## src/rtl/fifo_pkg.sv

```systemverilog
// Shared types and defaults for the fifo block.
package fifo_pkg;

  localparam int unsigned FIFO_WIDTH_DEF      = 18;
  localparam int unsigned FIFO_DEPTH_LOG2_DEF = 4;

  // Accepted-access kind for a cycle, encoded as {push_ok, pop_ok}.
  typedef enum logic [1:0] {
    OP_IDLE = 2'b00,
    OP_POP  = 2'b01,
    OP_PUSH = 2'b10,
    OP_BOTH = 2'b11
  } fifo_op_e;

endpackage

```

## src/rtl/fifo_mem.sv

```systemverilog
// Simple dual-port RAM: synchronous write, registered read port.
// The read register is reset so the FIFO output starts at zero; the array is not.
module fifo_mem #(
  parameter int unsigned WIDTH  = 18,
  parameter int unsigned ADDR_W = 4
) (
  input  logic              clk_i,
  input  logic              rst_ni,
  input  logic              we_i,
  input  logic [ADDR_W-1:0] waddr_i,
  input  logic [WIDTH-1:0]  wdata_i,
  input  logic              re_i,
  input  logic [ADDR_W-1:0] raddr_i,
  output logic [WIDTH-1:0]  rdata_o
);

  localparam int unsigned DEPTH = 1 << ADDR_W;

  logic [WIDTH-1:0] mem_q [DEPTH];
  logic [WIDTH-1:0] rdata_q;

  // Write port: store the word on an accepted write.
  always_ff @(posedge clk_i) begin
    if (we_i) mem_q[waddr_i] <= wdata_i;
  end

  // Read port: read-before-write, so a same-address write returns the old word.
  always_ff @(posedge clk_i or negedge rst_ni) begin
    if (!rst_ni)   rdata_q <= '0;
    else if (re_i) rdata_q <= mem_q[raddr_i];
  end

  assign rdata_o = rdata_q;

endmodule

```

## src/rtl/fifo.sv

```systemverilog
// Circular FIFO: pointers, occupancy counter, registered status and sticky error flags.
module fifo
  import fifo_pkg::*;
#(
  parameter int unsigned FIFO_WIDTH      = FIFO_WIDTH_DEF,
  parameter int unsigned FIFO_DEPTH_LOG2 = FIFO_DEPTH_LOG2_DEF
) (
  input  logic                     i_clk,
  input  logic                     i_rst_n,
  input  logic                     i_push,
  input  logic                     i_pop,
  input  logic [FIFO_WIDTH-1:0]    i_data,
  output logic [FIFO_WIDTH-1:0]    o_data,
  output logic                     o_valid,
  output logic                     o_full,
  output logic                     o_empty,
  output logic [FIFO_DEPTH_LOG2:0] o_count,
  output logic                     o_overflow,
  output logic                     o_underflow,
  input  logic                     i_clr_err
);

  localparam int unsigned DEPTH = 1 << FIFO_DEPTH_LOG2;
  localparam int unsigned PTR_W = FIFO_DEPTH_LOG2;
  localparam int unsigned CNT_W = FIFO_DEPTH_LOG2 + 1;
  localparam logic [CNT_W-1:0] DEPTH_C = CNT_W'(DEPTH);

  logic [PTR_W-1:0] wr_ptr_q, wr_ptr_d;
  logic [PTR_W-1:0] rd_ptr_q, rd_ptr_d;
  logic [CNT_W-1:0] count_q, count_d;
  logic             full_q, empty_q, valid_q;
  logic             ovf_q, ovf_d, unf_q, unf_d;
  logic             push_ok, pop_ok;
  fifo_op_e         op;

  // A push into a full FIFO is still accepted when a pop frees the head slot.
  assign push_ok = i_push && (!full_q || i_pop);
  assign pop_ok  = i_pop && !empty_q;
  assign op      = fifo_op_e'({push_ok, pop_ok});

  // Next-state pointers, occupancy and sticky flags; a new error wins over a clear.
  always_comb begin
    wr_ptr_d = wr_ptr_q;
    rd_ptr_d = rd_ptr_q;
    count_d  = count_q;
    if (push_ok) wr_ptr_d = wr_ptr_q + 1'b1;
    if (pop_ok)  rd_ptr_d = rd_ptr_q + 1'b1;
    unique case (op)
      OP_PUSH: count_d = count_q + 1'b1;
      OP_POP:  count_d = count_q - 1'b1;
      default: count_d = count_q;
    endcase
    ovf_d = (i_push && !push_ok) || (ovf_q && !i_clr_err);
    unf_d = (i_pop && !pop_ok)   || (unf_q && !i_clr_err);
  end

  // State register; full/empty are registered from next-state count to align with o_count.
  always_ff @(posedge i_clk or negedge i_rst_n) begin
    if (!i_rst_n) begin
      wr_ptr_q <= '0;
      rd_ptr_q <= '0;
      count_q  <= '0;
      full_q   <= 1'b0;
      empty_q  <= 1'b1;
      valid_q  <= 1'b0;
      ovf_q    <= 1'b0;
      unf_q    <= 1'b0;
    end else begin
      wr_ptr_q <= wr_ptr_d;
      rd_ptr_q <= rd_ptr_d;
      count_q  <= count_d;
      full_q   <= (count_d == DEPTH_C);
      empty_q  <= (count_d == '0);
      valid_q  <= pop_ok;
      ovf_q    <= ovf_d;
      unf_q    <= unf_d;
    end
  end

  fifo_mem #(
    .WIDTH  (FIFO_WIDTH),
    .ADDR_W (PTR_W)
  ) u_mem (
    .clk_i   (i_clk),
    .rst_ni  (i_rst_n),
    .we_i    (push_ok),
    .waddr_i (wr_ptr_q),
    .wdata_i (i_data),
    .re_i    (pop_ok),
    .raddr_i (rd_ptr_q),
    .rdata_o (o_data)
  );

  assign o_valid     = valid_q;
  assign o_full      = full_q;
  assign o_empty     = empty_q;
  assign o_count     = count_q;
  assign o_overflow  = ovf_q;
  assign o_underflow = unf_q;

`ifdef FORMAL
  logic pop_ok_past_q;

  // Remembers whether the previous cycle accepted a pop.
  always_ff @(posedge i_clk or negedge i_rst_n) begin
    if (!i_rst_n) pop_ok_past_q <= 1'b0;
    else          pop_ok_past_q <= pop_ok;
  end

  a_ptr_count: assert property (@(posedge i_clk) disable iff (!i_rst_n)
    full_q || (count_q == CNT_W'(PTR_W'(wr_ptr_q - rd_ptr_q))));
  a_not_full_empty: assert property (@(posedge i_clk) disable iff (!i_rst_n)
    !(full_q && empty_q));
  a_count_max: assert property (@(posedge i_clk) disable iff (!i_rst_n)
    count_q <= DEPTH_C);
  a_valid_pop: assert property (@(posedge i_clk) disable iff (!i_rst_n)
    valid_q |-> pop_ok_past_q);
`endif

endmodule

```

## config.mk

```make
export PLATFORM = sky130hd
export DESIGN_NAME = fifo
export DESIGN_NICKNAME = d
export VERILOG_FILES = /design/src/rtl/fifo_pkg.sv /design/src/rtl/fifo_mem.sv /design/src/rtl/fifo.sv
export SDC_FILE = /design/constraint.sdc
export NUM_CORES = 1
export LEC_CHECK = 0
export BUFFER_PORTS_ARGS = -buffer_cell sky130_fd_sc_hd__buf_2
export CORE_UTILIZATION = 40
export CTS_CLUSTER_SIZE = 14
export DETAILED_ROUTE_END_ITERATION = 12
export GPL_TIMING_DRIVEN = 0
export PLACE_DENSITY = 0.53
export SLEW_MARGIN = 10
export SYNTH_ARGS = -nofsm -noshare
export SYNTH_HDL_FRONTEND = slang
export SYNTH_SLANG_ARGS = --single-unit
export TNS_END_PERCENT = 10
```

## constraint.sdc

```tcl
create_clock -name i_clk -period 3.6 [get_ports i_clk]
set_input_delay 0.54 -clock i_clk [delete_from_list [all_inputs] [get_ports i_clk]]
set_output_delay 0.54 -clock i_clk [all_outputs]
set_load 0.02 [all_outputs]
```

# Yosys cells after proc, flatten, opt, wreduce, memory -nomap -nowiden
# Memories as Yosys holds them, arrays and structs flattened. A register that Yosys moved wholly into a read port is not among the register bits.
# Cells that the tools add are included.
totals:
  regBits: 18
  ramBits: 288
  output_inout_bits: 28
  n_memories: 1
classes:
  addsub: 4
  eq_ne: 3
  n_mux: 3
  reduce_logical: 16
mem_list:
  columns: ["name", "words", "width", "read_ports", "rd_clocked_by_memory_dff", "wr", "line", "rtl"]
  rows:
  - ["u_mem.mem_q", 16, 18, 1, 1, 1, "fifo_mem.sv:19", "logic [WIDTH-1:0] mem_q [DEPTH];"]
ops:
  columns: ["op", "count"]
  rows:
  - ["5-bit one-hot mux with 2 select lines", 1]
  - ["4-bit by 1-bit adder with 4-bit output, second input constant", 2]
  - ["1-bit logical AND", 6]
  - ["1-bit zero test", 6]
  - ["5-bit by 1-bit adder with 5-bit output, second input constant", 1]
  - ["5-bit equality test, second input constant", 1]
  - ["5-bit zero test", 1]
  - ["5-bit by 1-bit subtractor with 5-bit output, second input constant", 1]
  - ["1-bit logical OR", 3]
  - ["2-bit by 1-bit equality test with 1-bit output, second input constant", 1]
  - ["2-bit equality test, second input constant", 1]
  - ["1-bit 2-to-1 mux", 2]

# Logic depth before layout (Yosys ltp)
depth:
  word_depth: 6
  depth_mapped: 10

# By module
# Synthesis repeated with hierarchy kept, for this count alone.
hier_totals:
  hier_cells: 584
  area_unflattened_um2: 12579.6
by_module_without_submodules:
  columns: ["module", "n_inst", "cells_each", "area_per_inst_um2"]
  rows:
  - ["fifo_mem", 1, 504, 11666.2]
  - ["fifo", 1, 80, 913.4]

# Worst setup path after synthesis
# No wires, ideal clock.
synth_path:
  path_kind: "input port to flip-flop"
  start: "input port i_pop"
  end: "memory u_mem.mem_q[3][0] (enable)"
  setup_ns: 0.439
  arrival_time_ns: 2.893
  slack_ns: 0.268
  path_stages: 5
  n_path_buf: 1
  path_cell_list: "nand2b_1 > and2_1 > clkbuf_1 > inv_1 > nor4_1"
synth_between:
  elab_chain_len: 4
synth_rtl:
  columns: ["element", "line", "rtl"]
  rows:
  - ["start: declaration", "fifo.sv:11", "input logic i_pop,"]
  - ["1-bit logical OR", "fifo.sv:37", "assign push_ok = i_push && (!full_q || i_pop);"]
  - ["1-bit logical AND", "fifo.sv:37", null]
  - ["1-bit 2-to-1 mux", "fifo_mem.sv:24", "if (we_i) mem_q[waddr_i] <= wdata_i;"]
  - ["1-bit 2-to-1 mux (not written as such)", "fifo_mem.sv:24", null]
  - ["end: declaration", "fifo_mem.sv:19", null]
# No other way between the ends.

# Final worst setup path
layout_path:
  start: "register full_q (netlist: o_full)"
  end: "memory u_mem.mem_q[8][3] (enable)"
layout_between:
  elab_chain_len: 5
layout_rtl:
  columns: ["element", "line", "rtl"]
  rows:
  - ["start: declaration", "fifo.sv:31", "logic full_q, empty_q, valid_q;"]
  - ["start signal: assignment", "fifo.sv:72", "full_q <= (count_d == DEPTH_C);"]
  - ["1-bit zero test", "fifo.sv:37", null]
  - ["1-bit logical OR", "fifo.sv:37", null]
  - ["1-bit logical AND", "fifo.sv:37", null]
  - ["1-bit 2-to-1 mux", "fifo_mem.sv:24", null]
  - ["1-bit 2-to-1 mux (not written as such)", "fifo_mem.sv:24", null]
# No other way between the ends.

==> flow_summary_export.csv <==
group,metric,value,unit
status,violations,"design-rule violations",
critical_path,crit_type,"reg2reg",
clock_tree,cts.sinks,324,
clock_tree,cts_tree,"yes",
grt,grt_max_degree,37,
clock_tree,cts-root-buf,"clkbuf_16",
critical_path,ff2ff_setup_slack,0.55,ns
final_layout,layout.nets,721,
clock_tree,cts_resized,0,
drt,avgViaCountPerCell,5.423,
critical_path,endpoint_kind,"flop",
drt,drt_wl_total,27.02,mm
final_layout,diodes,0,
synth,ys_seq_area_frac,0.7594,
critical_path,cp_max_fo,18,
drt,drtIter0Drc,403,
sta,max_slew_margin,0.2409,
drt,num_vias,6025,
pwr,power.leakage,4.914,nW
critical_path,crit_path_start_kind,"flop",
sta,fin_skew,0.02178,ns
synth,postSynthCellCount,592,
sta,rsz0062_at_grt,"no",
synth,ys.warnings.count,0,
floorplan,rows,64,
clock_tree,numCtsBuffers,35,
floorplan,io_pins,51,
sta,worst-slew-pin-transition,1.139,ns
critical_path,crit_chain,"nand2b_1 -> and2_1 -> clkbuf_1 -> inv_1 -> nor3b_1 -> and2_1",
synth,syn_area_per_cell,21.24,um2
critical_path,critical-path-top-delay-family,"simple AND/OR/NAND/NOR gates",
critical_path,r2r_cells,6,
synth,yosys.area_share.simple,0.02756,
floorplan,dieArea,0.03215,mm2
critical_path,critPathBufInv,2,
grt,antenna_found_initial,1,
clock_tree,postCtsSetupRepairBufs,0,
sta,final_hold_viol_count,0,
critical_path,cp_slowest_stage_delay,0.94,ns
final_layout,syn2layout_area_growth,16.35,%
floorplan,die_y,179.3,um
grt,track_usage,0.1754,
synth,synth_seq_cells,324,
critical_path,cp_common_cell,"and2_1",
clock_tree,cts_max_path_buffers,3,
placed_design,place_hpwl,17.47,mm
floorplan,coreArea,0.03075,mm2
grt,grt_pass1_vias,6430,
critical_path,slowest_stage,"and2_1",
drt,drc,8,
placed_design,place.gp.congestion,0.7946,
synth,ys.flop_type,"edfxtp_1",
critical_path,r2r-end,"u_mem.mem_q[8][3]",
sta,fmax,327.9,MHz
critical_path,rr_startpoint,"o_full",
synth,async_reset_ff_frac,0.1111,
final_layout,drive_gt1_frac,0.3147,
pwr,power,11.87,mW
floorplan,start_util,0.4090,
pwr,vdd.ir_drop.worst,0.3217,mV
drt,wl_per_cell,24.32,um
final_layout,final_util,0.4758,
synth,synth-xor-area-share,0.008357,
sta,report.final.slew_viol_count,0,
synth,synth_edf_count,288,
clock_tree,ctsHoldBuffers,0,
critical_path,crit_required,3.71,ns
synth,synth_top_family_by_area,"multiplexers",
synth,synth_cell_types,39,
drt,drtPass1Iterations,9,
status,status,"finished, violations left",
job,max_cap_viol_count,0,
hold_path,hold_class,"in2async",
drt,antenna_left,0,
clock_tree,cts-htree-levels,2,
placed_design,dp_cells,1050,
sta,min_period,3.049,ns
clock_tree,cts.clk_slew.worst_paths,0.06,ns
grt,grt_pass1_wl,40.25,mm
pwr,power_density,811.5,mW/mm2
final_layout,fin_cells,1111,
synth,synth_nets,622,
synth,synthAdderAreaFrac,0.006964,
clock_tree,insertion_delay,0.51,ns
floorplan,die_x,179.3,um
synth,synth_area,0.01258,mm2
grt,grt_overflow_total,0,
sta,period_share,0.8471,
synth,muxShareOfSynthArea,0.1611,
placed_design,port-buffer-count,50,
sta,setup_viol,0,
synth,synth_compound_area_frac,0.02030,
critical_path,critPathArrivalTime,3.16,ns
-- where the power goes --
part	switching [mW]	total, mW	internal (mW)
sequential	0.208	4.83	4.62
combinational	1.94	3.47	1.53
clock	1.37	3.57	2.20
-- cell families after synthesis --
kind of cell,after synthesis
buffers and inverters,46
AOI/OAI and AO/OA,30
adders and majority gates,7
xor gates and xnor gates,12
muxes,110
and+or+nand+nor,63
DFF,324
-- sequential cells by signal, summed over array words and instances, names as in the netlist --
name / count
o_full: 1
rd_ptr_q: 4
o_underflow: 1
wr_ptr_q: 4
o_count: 5
o_overflow: 1
o_empty: 1
u_mem.rdata_o: 18
o_valid: 1
u_mem.mem_q: 288
-- cell usage in the layout (no fill, tap or decap), types with 3 or more instances in the layout --
master	instances
nand2_1	9
buf_2	55
clkbuf_16	37
inv_1	13
buf_4	13
nor3_1	20
ha_1	7
and2_1	10
edfxtp_1	288
mux4_2	72
nor2_1	3
clkbuf_1	22
clkbuf_8	6
nor2_4	4
clkinv_2	5
a21oi_1	3
a221o_1	18
buf_6	3
buf_1	5
mux2_2	19
xnor2_1	8
mux2i_1	19
nor4_2	4
dfrtp_1	35
o21ai_0	3
clkinv_1	5
xor2_1	4
bufinv_16	3
-- stage by stage --
stage | area [um2] | TNS (ns) | setup WS (ns) | hold slack [ns]
floorplan | 12580 | 0 | 0.2681 | 0.2444
global placement | 13320 | -148.33 | -1.955 | 0.4965
detailed placement | 13470 | 0 | 0.1716 | 0.5022
CTS | 14630 | 0 | 0.4649 | 0.1624
global route | 14630 | 0 | 0.3218 | 0.1973
finish | 14630 | 0 | 0.5506 | 0.1428
-- routing by layer --
metal / track usage / part of all wire / up-vias
li1: - / - / 2638
met5: 0 / 0.00048 / -
met3: 0.03584 / 0.059 / 35
met2: 0.3026 / 0.51 / 155
met4: 0.04202 / 0.017 / 2
met1: 0.2272 / 0.41 / 3195
-- how the worst max path moves through the flow --
stage               slack [ns]           endpoint  startpoint  cells past startpoint
floorplan                 0.27  u_mem.mem_q[3][0]       i_pop                      5
global placement         -1.96  u_mem.mem_q[1][2]       i_pop                      6
detailed placement        0.17  u_mem.mem_q[8][2]       i_pop                      7
CTS                       0.46  u_mem.mem_q[8][3]      o_full                      6
global route              0.32  u_mem.mem_q[8][3]      o_full                      6
finish                    0.55  u_mem.mem_q[8][3]      o_full                      6
-- Yosys cell counts (8+ instances only) --
cell type / number / area [um2]
mux2_2: 19 / 214.0
clkbuf_1: 18 / 67.56
mux2i_1: 19 / 190.2
dfrtp_1: 35 / 875.8
a221o_1: 18 / 180.2
edfxtp_1: 288 / 8648
mux4_2: 72 / 1622
inv_1: 13 / 48.80
xnor2_1: 8 / 70.07
and2_1: 10 / 62.56
nor3_1: 20 / 100.1
nand2_1: 9 / 33.78
-- area by class of cell --
type                    count  area, um2
clock buffers              47       1023
well taps                 396      495.5
fillers                  2561      16120
flip-flops and latches    324       9550
plain buffers              32      152.6
multi-input cells         222       2875
clock inverters            14      141.4
repair buffers             62      340.3
inverters                  14      52.55
Note: power is estimated with default switching activity, not from simulation.
